$ cat src/rtl/n64_poll_transmitter.sv
// N64 controller poll transmitter: serialises a command byte onto the open-drain
// data line, sends the stop bit, then waits for the controller's response edge.
//
// state     | meaning
// IDLE      | line released, waiting for start
// SEND      | shifting out the 8 command bits, MSB first
// STOP      | stop bit: 1 us low, 2 us released
// WAIT_RESP | line released, waiting for a synchronized falling edge or timeout
module n64_poll_transmitter #(
    parameter int CLKS_PER_US     = 12,
    parameter int RESP_TIMEOUT_US = 64
) (
    input  logic       clock,
    input  logic       reset,
    input  logic       start,
    input  logic [7:0] command,
    input  logic       data_in,
    output logic       data_oe,
    output logic       busy,
    output logic       enable_latch,
    output logic       timeout
);

    localparam int US_MAX = (RESP_TIMEOUT_US > 4) ? RESP_TIMEOUT_US : 4;
    localparam int UW     = $clog2(US_MAX + 1);
    localparam int PW     = (CLKS_PER_US > 1) ? $clog2(CLKS_PER_US) : 1;

    localparam logic [PW-1:0] PRE_LAST     = PW'(CLKS_PER_US - 1);
    localparam logic [UW-1:0] US_BIT_LAST  = UW'(3);
    localparam logic [UW-1:0] US_STOP_LAST = UW'(2);
    localparam logic [UW-1:0] US_TO_LAST   = UW'(RESP_TIMEOUT_US - 1);

    typedef enum logic [1:0] {IDLE, SEND, STOP, WAIT_RESP} state_t;

    state_t          state_q, state_d;
    logic [PW-1:0]   pre_q, pre_d;
    logic [UW-1:0]   us_q, us_d;
    logic [2:0]      idx_q, idx_d;
    logic [7:0]      shift_q, shift_d;
    logic            sync1_q, sync1_d;
    logic            sync2_q, sync2_d;
    logic            prev_q, prev_d;
    logic            oe_q, oe_d;
    logic            busy_q, busy_d;
    logic            el_q, el_d;
    logic            to_q, to_d;

    logic            us_tick;
    logic            fall;

    assign us_tick = (pre_q == PRE_LAST);
    assign fall    = prev_q & ~sync2_q;

    always_comb begin
        state_d = state_q;
        pre_d   = pre_q;
        us_d    = us_q;
        idx_d   = idx_q;
        shift_d = shift_q;
        el_d    = 1'b0;
        to_d    = 1'b0;
        sync1_d = data_in;
        sync2_d = sync1_q;
        // Edge history is only kept inside WAIT_RESP, so a line that is already
        // low on entry needs to be seen high before a fall can count.
        prev_d  = (state_q == WAIT_RESP) ? sync2_q : 1'b0;

        case (state_q)
            IDLE: begin
                pre_d = '0;
                us_d  = '0;
                if (start) begin
                    state_d = SEND;
                    shift_d = command;
                    idx_d   = 3'd7;
                end
            end
            SEND: begin
                if (us_tick) begin
                    pre_d = '0;
                    if (us_q == US_BIT_LAST) begin
                        us_d = '0;
                        if (idx_q == 3'd0) begin
                            state_d = STOP;
                        end else begin
                            idx_d   = idx_q - 3'd1;
                            shift_d = {shift_q[6:0], 1'b0};
                        end
                    end else begin
                        us_d = us_q + 1'b1;
                    end
                end else begin
                    pre_d = pre_q + 1'b1;
                end
            end
            STOP: begin
                if (us_tick) begin
                    pre_d = '0;
                    if (us_q == US_STOP_LAST) begin
                        us_d    = '0;
                        state_d = WAIT_RESP;
                    end else begin
                        us_d = us_q + 1'b1;
                    end
                end else begin
                    pre_d = pre_q + 1'b1;
                end
            end
            WAIT_RESP: begin
                if (fall) begin
                    el_d    = 1'b1;
                    state_d = IDLE;
                    pre_d   = '0;
                    us_d    = '0;
                end else if (us_tick && (us_q == US_TO_LAST)) begin
                    to_d    = 1'b1;
                    state_d = IDLE;
                    pre_d   = '0;
                    us_d    = '0;
                end else if (us_tick) begin
                    pre_d = '0;
                    us_d  = us_q + 1'b1;
                end else begin
                    pre_d = pre_q + 1'b1;
                end
            end
            default: begin
                state_d = IDLE;
            end
        endcase

        // Line level is derived from where the counters will be next cycle so
        // the registered output lines up with the bit timing.
        case (state_d)
            SEND:    oe_d = shift_d[7] ? (us_d == '0) : (us_d != US_BIT_LAST);
            STOP:    oe_d = (us_d == '0);
            default: oe_d = 1'b0;
        endcase

        busy_d = (state_d != IDLE) || el_d || to_d;
    end

    always_ff @(posedge clock or posedge reset) begin
        if (reset) begin
            state_q <= IDLE;
            pre_q   <= '0;
            us_q    <= '0;
            idx_q   <= 3'd0;
            shift_q <= 8'h00;
            sync1_q <= 1'b1;
            sync2_q <= 1'b1;
            prev_q  <= 1'b0;
            oe_q    <= 1'b0;
            busy_q  <= 1'b0;
            el_q    <= 1'b0;
            to_q    <= 1'b0;
        end else begin
            state_q <= state_d;
            pre_q   <= pre_d;
            us_q    <= us_d;
            idx_q   <= idx_d;
            shift_q <= shift_d;
            sync1_q <= sync1_d;
            sync2_q <= sync2_d;
            prev_q  <= prev_d;
            oe_q    <= oe_d;
            busy_q  <= busy_d;
            el_q    <= el_d;
            to_q    <= to_d;
        end
    end

    assign data_oe      = oe_q;
    assign busy         = busy_q;
    assign enable_latch = el_q;
    assign timeout      = to_q;

endmodule

$ cat config.mk
export PLATFORM = sky130hd
export DESIGN_NAME = n64_poll_transmitter
export DESIGN_NICKNAME = d
export VERILOG_FILES = /design/src/rtl/n64_poll_transmitter.sv
export SDC_FILE = /design/constraint.sdc
export NUM_CORES = 1
export LEC_CHECK = 0
export ABC_AREA = 1
export CAP_MARGIN = 20
export CORE_ASPECT_RATIO = 1.25
export CORE_UTILIZATION = 35
export CTS_CLUSTER_SIZE = 40
export DETAILED_ROUTE_END_ITERATION = 10
export DONT_BUFFER_PORTS = 1
export SLEW_MARGIN = 10
export SYNTH_ARGS = -nofsm -noshare
export SYNTH_HDL_FRONTEND = slang
export SYNTH_SLANG_ARGS = --single-unit
$ cat constraint.sdc
create_clock -name clock -period 4.2 [get_ports clock]
set_input_delay 1.05 -clock clock [delete_from_list [all_inputs] [get_ports clock]]
set_output_delay 1.05 -clock clock [all_outputs]
set_load 0.01 [all_outputs]
After elaboration in Yosys (flattened, before gate mapping) --
Cells that the tools add are included.
Storage, ports and cells: register bits after elaboration 31, word-level logic and storage cells 81
Operators by class: $add $sub $neg 3, equal/unequal tests 14, mux-type cells 39, bitwise operators 2, reduce and logical (&&, ||, !) cells 10
Operators with widths (number):
- $mux 7 | 7
- $mux 8 | 4
- $pmux 7 s4 | 1
- $mux 2 | 8
- $pmux 8 s2 | 1
- $eq 7x2->1 const B | 2
- $mux 3 | 4
- $mux 4 | 3
- $pmux 4 s3 | 1
- $ne 2x2->1 const B | 4
- $pmux 2 s4 | 1
- $add 7x1->7 const B | 1
- $eq 7x6->1 const B | 1
- $logic_not 7->1 | 1
- $mux 1 | 7
- $ne 7x2->1 const B | 1
- $eq 2x2->1 const B | 3
- $pmux 3 s2 | 1
- $reduce_and 5->1 | 1
- $add 4x1->4 const B | 1
- $eq 2x1->1 const B | 2
- $eq 4x4->1 const B | 1
- $reduce_bool 2->1 | 2
- $logic_not 3->1 | 1
- 8 further kinds | 9

Longest topological paths before layout --
Gate-level depths: netlist of the first run.
depth after elaboration 8, gate-level depth with buffers 16

Least setup slack after synthesis of the first run --
OpenSTA, ideal clock, no wires.
path kind register to register, start point register pre_q[0], end point register busy_q, in the netlist busy, arrival 2.224 ns, path slack 1.839 ns, cell stages (with the launch flop) 14, buffers on the path 1, cells stage by stage dfrtp_1 ha_1 nand3_2 clkinv_2 buf_4 nand2_2 inv_2 nand3_1 nand3_1 o21ai_0 o21ai_1 a22oi_1 ha_1 or3b_2
On the way: cells in the longest elaborated chain, start to end 8, elaborated cells on any way between the ends 13, those cells by class 1 x eq/ne; 8 x mux; 4 x reduce/logical
Ends and longest elaborated chain:
- from (decl) | RTL line 36 | logic [PW-1:0] pre_q, pre_d;
- from (signal assigned) | RTL line 159 | pre_q <= pre_d;
- $eq 4x4->1 (*) | RTL line 51 | assign us_tick = (pre_q == PRE_LAST);
- $logic_and 1x1->1 | RTL line 115 | end else if (us_tick && (us_q == US_TO_LAST)) begin
- $mux 2 | RTL line 115
- $mux 2 | RTL line 110 | if (fall) begin
- $pmux 2 s4 | RTL line 68 | case (state_q)
- $reduce_bool 2->1 | RTL line 140 | busy_d = (state_d != IDLE) || el_d || to_d;
- $logic_or 1x1->1 | RTL line 140
- $logic_or 1x1->1 (*) | RTL line 140
- net busy_d | RTL line 44 | logic busy_q, busy_d;
- to (signal assigned) | RTL line 167 | busy_q <= busy_d;
- to (decl) | RTL line 44
The timed path passes the listed nets; every way through them passes the cells marked *. A chain may end at the register's enable or synchronous reset.

Worst setup path in the final report of the first run --
Same ends and word-level chain as after synthesis.

==> results of run 1 <==
power by group through the flow:
stage               Combinational, uW  Clock, uW  Sequential, uW
finish                           10.3        225             301
CTS                              11.1        231             301
global placement                 7.81          0             306
floorplan                        4.49          0             306
detailed placement               11.1          0             306
global route                     11.8        246             301
cell families after synthesis:
| logic type | after synthesis |
|---|---|
| AO/OA/AOI/OAI | 39 |
| XOR/XNOR | 3 |
| adder cells (fa/ha/maj) | 13 |
| buffers and inverters | 43 |
| flip-flops | 31 |
| AND/OR/NAND/NOR | 110 |
registers in the layout, indices dropped and copies added (netlist names):
signal and cells:
shift_q 8, pre_q 4, prev_q 1, enable_latch 1, busy 1, state_q 2
us_q 7, data_oe 1, sync2_q 1, timeout 1, sync1_q 1, idx_q 3
metrics by stage:
step | power (uW) | std cells | cell area (um^2) | hold WS, ps | utilization [%]
6_report | 537 | 309 | 2060 | 357 | 40.3
5_1_grt | 558 | 309 | 2060 | 365 | 40.3
4_1_cts | 543 | 309 | 2060 | 358 | 40.3
3_5_place_dp | 317 | 301 | 1980 | 348 | 38.7
3_3_place_gp | 314 | 300 | 1950 | 346 | 38.2
2_1_floorplan | 311 | 239 | 1880 | 345 | -
worst register-to-register path: stages (launching register included):
cell	delay, ps
dfrtp_1	400
ha_1	240
nand3_2	150
clkinv_2	190
nand2_2	140
inv_2	80
nand3_1	90
nand3_1	70
o21ai_0	80
o21ai_1	110
a22oi_1	270
ha_1	200
or3b_2	430
cells in the mapped netlist:
master	number	area share, %
nand2_1	44	8.8
nand3_1	19	5.1
dfrtp_1	29	39
inv_2	8	1.6
o21ai_0	15	4.0
nand2_2	4	1.3
a21oi_2	1	0.47
nand4_1	9	3.0
clkinv_2	1	0.27
nand3_2	2	1.1
a21oi_1	14	3.7
nand3_4	1	0.93
buf_2	1	0.27
nor3_1	3	0.80
inv_1	31	6.2
nand2_4	1	0.60
xor2_1	2	0.93
nor2_2	4	1.3
xnor2_1	1	0.47
buf_4	1	0.40
or3b_2	1	0.47
ha_1	13	8.7
o21ai_1	5	1.3
nor2b_4	1	0.73
nor2_1	21	4.2
a22oi_1	4	1.6
dfstp_2	2	2.8
clkbuf_1	1	0.20
how the worst min path moves through the flow:
stage | from | to | cells after the start
after floorplan | sync1_q | sync2_q | 0
after global placement | sync1_q | sync2_q | 0
after detailed placement | sync1_q | sync2_q | 0
after CTS | sync1_q | sync2_q | 0
after global routing | sync1_q | sync2_q | 0
final | sync1_q | sync2_q | 0
per-layer routing:
metal  GRT usage [%]  vias up  part of all wire, %
li1                -      790                    -
met1            19.3      696                   45
met2            24.4       18                   50
met3            3.83        7                  2.6
met4            7.54        0                  2.3
met5               0        -                    0
final cells by class:
type,instances,share of cell area [%]
multi-input cells,165,45.1
flip-flops and latches,31,37.8
inverters,40,7.35
well taps,62,3.76
clock buffers,7,3.70
repair buffers,3,2.06
clock inverters,1,0.243
==> flow_summary_export.csv, run 1 <==
group,metric,value,unit
flow_run,cap_violations,0,
detailed_routing,drc,0,
floorplanning,dieArea,5660,um^2
power_and_ir_drop,p_int,420,uW
clocking,cts.clk_slew.worst_paths,60,ps
sta,min_period,2570,ps
sta,finalHoldViolations,0,
power_and_ir_drop,power.net_switching,116,uW
power_and_ir_drop,clockPowerShare,42.0,%
setup_path,cp_slowest_stage_delay,430,ps
detailed_routing,route.final.wire_length,3760,um
sta,setup_tns,0,ps
power_and_ir_drop,p_comb_share,1.9,%
global_routing,grt_max_degree,17,
setup_path,setup.worst_path.start,"pre_q[0]",
setup_path,cp-start-kind,"flip-flop",
synthesis,synth_compound_area_share,11.1,%
synthesis,syn-instance-count,239,
sta,setup_viol,0,
power_and_ir_drop,switching_share,21.7,%
sta,max_freq,390,MHz
clocking,clockBufferDepth,2,
floorplanning,die_w,67.5,um
sta,drv_slew,0,
cells_and_area,drive_gt1_share,14.2,%
setup_path,crit_type,"reg -> reg",
global_routing,grt_pass1_vias,1443,
floorplanning,start_util,36.7,%
sta,worstMarginPinSlew,643,ps
synthesis,ys_seq_area_share,41.5,%
cells_and_area,final_cell_mix,"44 x nand2_1, 31 x inv_1, 29 x dfrtp_1",
floorplanning,io_pins,16,
detailed_routing,routedWlPerCell,12.2,um
placement,place_ws,1630,ps
setup_path,crit_chain,"ha_1 > nand3_2 > clkinv_2 > nand2_2 > inv_2 > nand3_1 > nand3_1 > o21ai_0 > o21ai_1 > a22oi_1 > ha_1 > or3b_2",
clocking,cts-resized-gates,0,
setup_path,worstReg2RegStart,"pre_q[0]",
power_and_ir_drop,power_density,260,nW/um^2
cells_and_area,area_delta_synth_final,9.87,%
sta,rsz0062_at_grt,"no",
cells_and_area,regArea,778,um^2
placement,dp_hpwl,2840,um
clocking,clk_latency,280,ps
floorplanning,num_rows,29,
power_and_ir_drop,p_leak,0.00106,uW
synthesis,synth-adder-area-share,8.67,%
sta,skew,6.25,ps
setup_path,cp_slowest_cell,"or3b_2",
setup_path,worstRegToRegCells,12,
clocking,postCtsSetupBuffers,0,
setup_path,r2r_end,"busy",
synthesis,synth_top_family_by_area,"simple AND/OR/NAND/NOR gates",
synthesis,syn_avg_cell_area,7.85,um^2
placement,port_buffers,0,
clocking,hold_buffers,0,
detailed_routing,initialDrtViolationCount,115,
synthesis,netlist-cell-type-count,28,
global_routing,grt_usage,15.5,%
cells_and_area,nFillCells,511,
power_and_ir_drop,power_frac_seq,56.1,%
clocking,cts_num_sinks,31,
detailed_routing,antenna_left,0,
global_routing,grt_remaining_overflow,0,
placement,gp_congestion,0.853,
setup_path,cp-end-kind,"flip-flop",
synthesis,syn-cell-area,1880,um^2
setup_path,critPathCapture,"busy",
setup_path,critical_path_required,4360,ps
power_and_ir_drop,ir_worst_vdd,0.0967,mV
sta,setup_slack,1630,ps
sta,slew_headroom,57.1,%
sta,period_share,61.1,%
cells_and_area,nets,271,
cells_and_area,antenna_cells,0,
setup_path,crit_arrival,2720,ps
synthesis,ys_ff_latch,31,
floorplanning,coreArea,5120,um^2
clocking,h-tree-depth,2,
hold_path,hp-class,"reg -> reg",
synthesis,yosysWarnings,0,
setup_path,crit_fanout,12,
synthesis,synth_xor_area_share,1.40,%
setup_path,worst-path-stages,12,
setup_path,regToRegSetupSlack,1630,ps
global_routing,grt_pass1_wl,6530,um
clocking,cts_tree,"built",
clocking,cts_inserted_buffers,5,
floorplanning,die_height,83.8,um
synthesis,synth_nets,264,
synthesis,muxShareOfSynthArea,0,%
setup_path,cp_top_family,"simple AND/OR/NAND/NOR gates",
detailed_routing,drtPass1Iterations,5,
cells_and_area,multi_input_area,930,um^2
synthesis,synth-simple-area-share,28.4,%
outcome,status,"finished clean",
detailed_routing,vias,1511,
clocking,cts-root-buf,"clkbuf_8",
global_routing,antenna_found_initial,0,
setup_path,cp.buffers_inverters,2,
detailed_routing,viasPerCell,4.89,
cells_and_area,final_common_cell,"nand2_1",
Note: power is estimated with default switching activity, not from simulation.
==> run 2: changes to the inputs <==
==> constraint.sdc (replaced) <==
create_clock -name clock -period 2.26 [get_ports clock]
set_input_delay 0.565 -clock clock [delete_from_list [all_inputs] [get_ports clock]]
set_output_delay 0.565 -clock clock [all_outputs]
set_load 0.01 [all_outputs]
==> flow_summary_export.csv, run 2 (same netlist as run 1, synthesis figures left out) <==
group,metric,value,unit
sta,fin_hold_ws,250,ps
detailed_routing,route.final.wire_length,3810,um
global_routing,grt_pass1_vias,1547,
setup_path,worstReg2RegStart,"pre_q[0]",
clocking,clk_latency,280,ps
setup_path,setup.worst_path.start,"pre_q[0]",
global_routing,grt_pass1_wl,6680,um
placement,port_buffers,0,
global_routing,grt_usage,15.8,%
placement,place_ws,80.7,ps
sta,min_period,2140,ps
power_and_ir_drop,ir_worst_vdd,0.216,mV
cells_and_area,fin_util,42.0,%
cells_and_area,drive_gt1_share,19.8,%
cells_and_area,final_cell_mix,"44 x nand2_1, 30 x inv_1, 29 x dfrtp_1",
flow_run,cap_violations,0,
cells_and_area,antenna_cells,0,
sta,slew_headroom,73.7,%
detailed_routing,vias,1573,
placement,place_area,2040,um^2
cells_and_area,nets,281,
detailed_routing,drtPass1Iterations,4,
clocking,postCtsSetupBuffers,0,
cells_and_area,final_cells,319,
clocking,cts_tree,"built",
floorplanning,die_height,83.8,um
cells_and_area,largest_register_ffs,8,
cells_and_area,largest_registers,"shift_q: 8 flops, us_q: 7 flops, pre_q: 4 flops",
global_routing,grt_max_degree,32,
detailed_routing,viasPerCell,4.93,
detailed_routing,routedWlPerCell,11.9,um
hold_path,hp-class,"in -> async",
setup_path,cp-start-kind,"flip-flop",
sta,setup_viol,0,
floorplanning,io_pins,16,
floorplanning,die_w,67.5,um
placement,dp_hpwl,2890,um
floorplanning,coreArea,5120,um^2
setup_path,crit_fanout,6,
sta,max_freq,466,MHz
cells_and_area,final_common_cell,"nand2_1",
global_routing,grt_remaining_overflow,0,
sta,setup_slack,116,ps
cells_and_area,area_delta_synth_final,14.5,%
clocking,h-tree-depth,2,
sta,drv_slew,0,
placement,gp_congestion,0.803,
sta,worstMarginPinSlew,395,ps
floorplanning,start_util,36.7,%
setup_path,cp-end-kind,"flip-flop",
clocking,cts_inserted_buffers,5,
setup_path,crit_type,"reg -> reg",
sta,finalHoldViolations,0,
floorplanning,num_rows,29,
cells_and_area,final_area,2150,um^2
sta,skew,6.52,ps
setup_path,critical_path_required,2410,ps
placement,placed_cells,311,
setup_path,crit_arrival,2300,ps
power_and_ir_drop,p_leak,0.00110,uW
detailed_routing,antenna_left,0,
detailed_routing,drc,0,
clocking,cts-root-buf,"clkbuf_8",
sta,rsz0062_at_grt,"yes",
clocking,cts_num_sinks,31,
clocking,clockBufferDepth,2,
clocking,hold_buffers,0,
sta,period_share,94.9,%
clocking,cts-resized-gates,0,
power_and_ir_drop,power_density,457,nW/um^2
cells_and_area,regMostFlops,"shift_q",
global_routing,antenna_found_initial,0,
outcome,status,"finished clean",
clocking,cts.clk_slew.worst_paths,60,ps
floorplanning,dieArea,5660,um^2
detailed_routing,initialDrtViolationCount,94,
==> run 2: changes by cell type in the layout (fill, tap and decap cells not counted) <==
cell,delta
ha_1,-2
buf_4,+11
nor2_4,+2
nand3_2,+1
inv_2,+1
inv_1,-1
ha_2,+2
buf_16,-1
a22oi_1,-2
a22oi_2,+2
nor2_2,-2
inv_4,+1
nand3_1,-1
clkinv_2,-1
==> run 2: final timing paths <==
kind | to | slack (ps) | depth (start not counted)
setup / recovery | busy | 120 | 12
hold / removal | timeout | 250 | 2
setup reg to reg | busy | 120 | 12
hold reg to reg | sync2_q | 360 | 0
max in group asynchronous | sync2_q | 1690 | 2
min in group clock | sync1_q | 280 | 0
==> run 2: worst max-delay path, stage by stage, from the launching register on <==
cell and delay, ps:
dfrtp_1 400, ha_2 210, nand3_2 90, inv_4 60, nand2_2 80, inv_2 40, nand3_1 80, nand3_1 60
o21ai_0 90, o21ai_1 120, a22oi_2 180, ha_1 170, or3b_2 430
==> run 2: per-stage QoR <==
step,total power (uW),TNS (ps)
after CTS,996,0
after floorplan,577,0
final,982,0
after global placement,583,0
after detailed placement,583,0
after global routing,1030,-19.1
==> run 2: where the power goes <==
group,total (uW),switching (uW),internal (uW)
Clock,410,195,216
Sequential,559,0.921,558
Combinational,12.0,10.5,1.49
Total,982,206,775
==> run 2: cell type report <==
| class | count | area [um^2] |
|---|---|---|
| well taps | 62 | 77.6 |
| repair buffers | 13 | 97.6 |
| inverters | 40 | 153 |
| clock buffers | 7 | 76.3 |
| multi-input cells | 165 | 960 |
| clock inverters | 1 | 5.00 |
| flip-flops and latches | 31 | 778 |
| fillers | 527 | 2970 |
==> run 2: routing by layer <==
metal	share of wire, %	track usage, %
met1	42	17.3
met2	54	27.9
met3	2.6	2.87
met4	2.3	7.54
met5	0	0
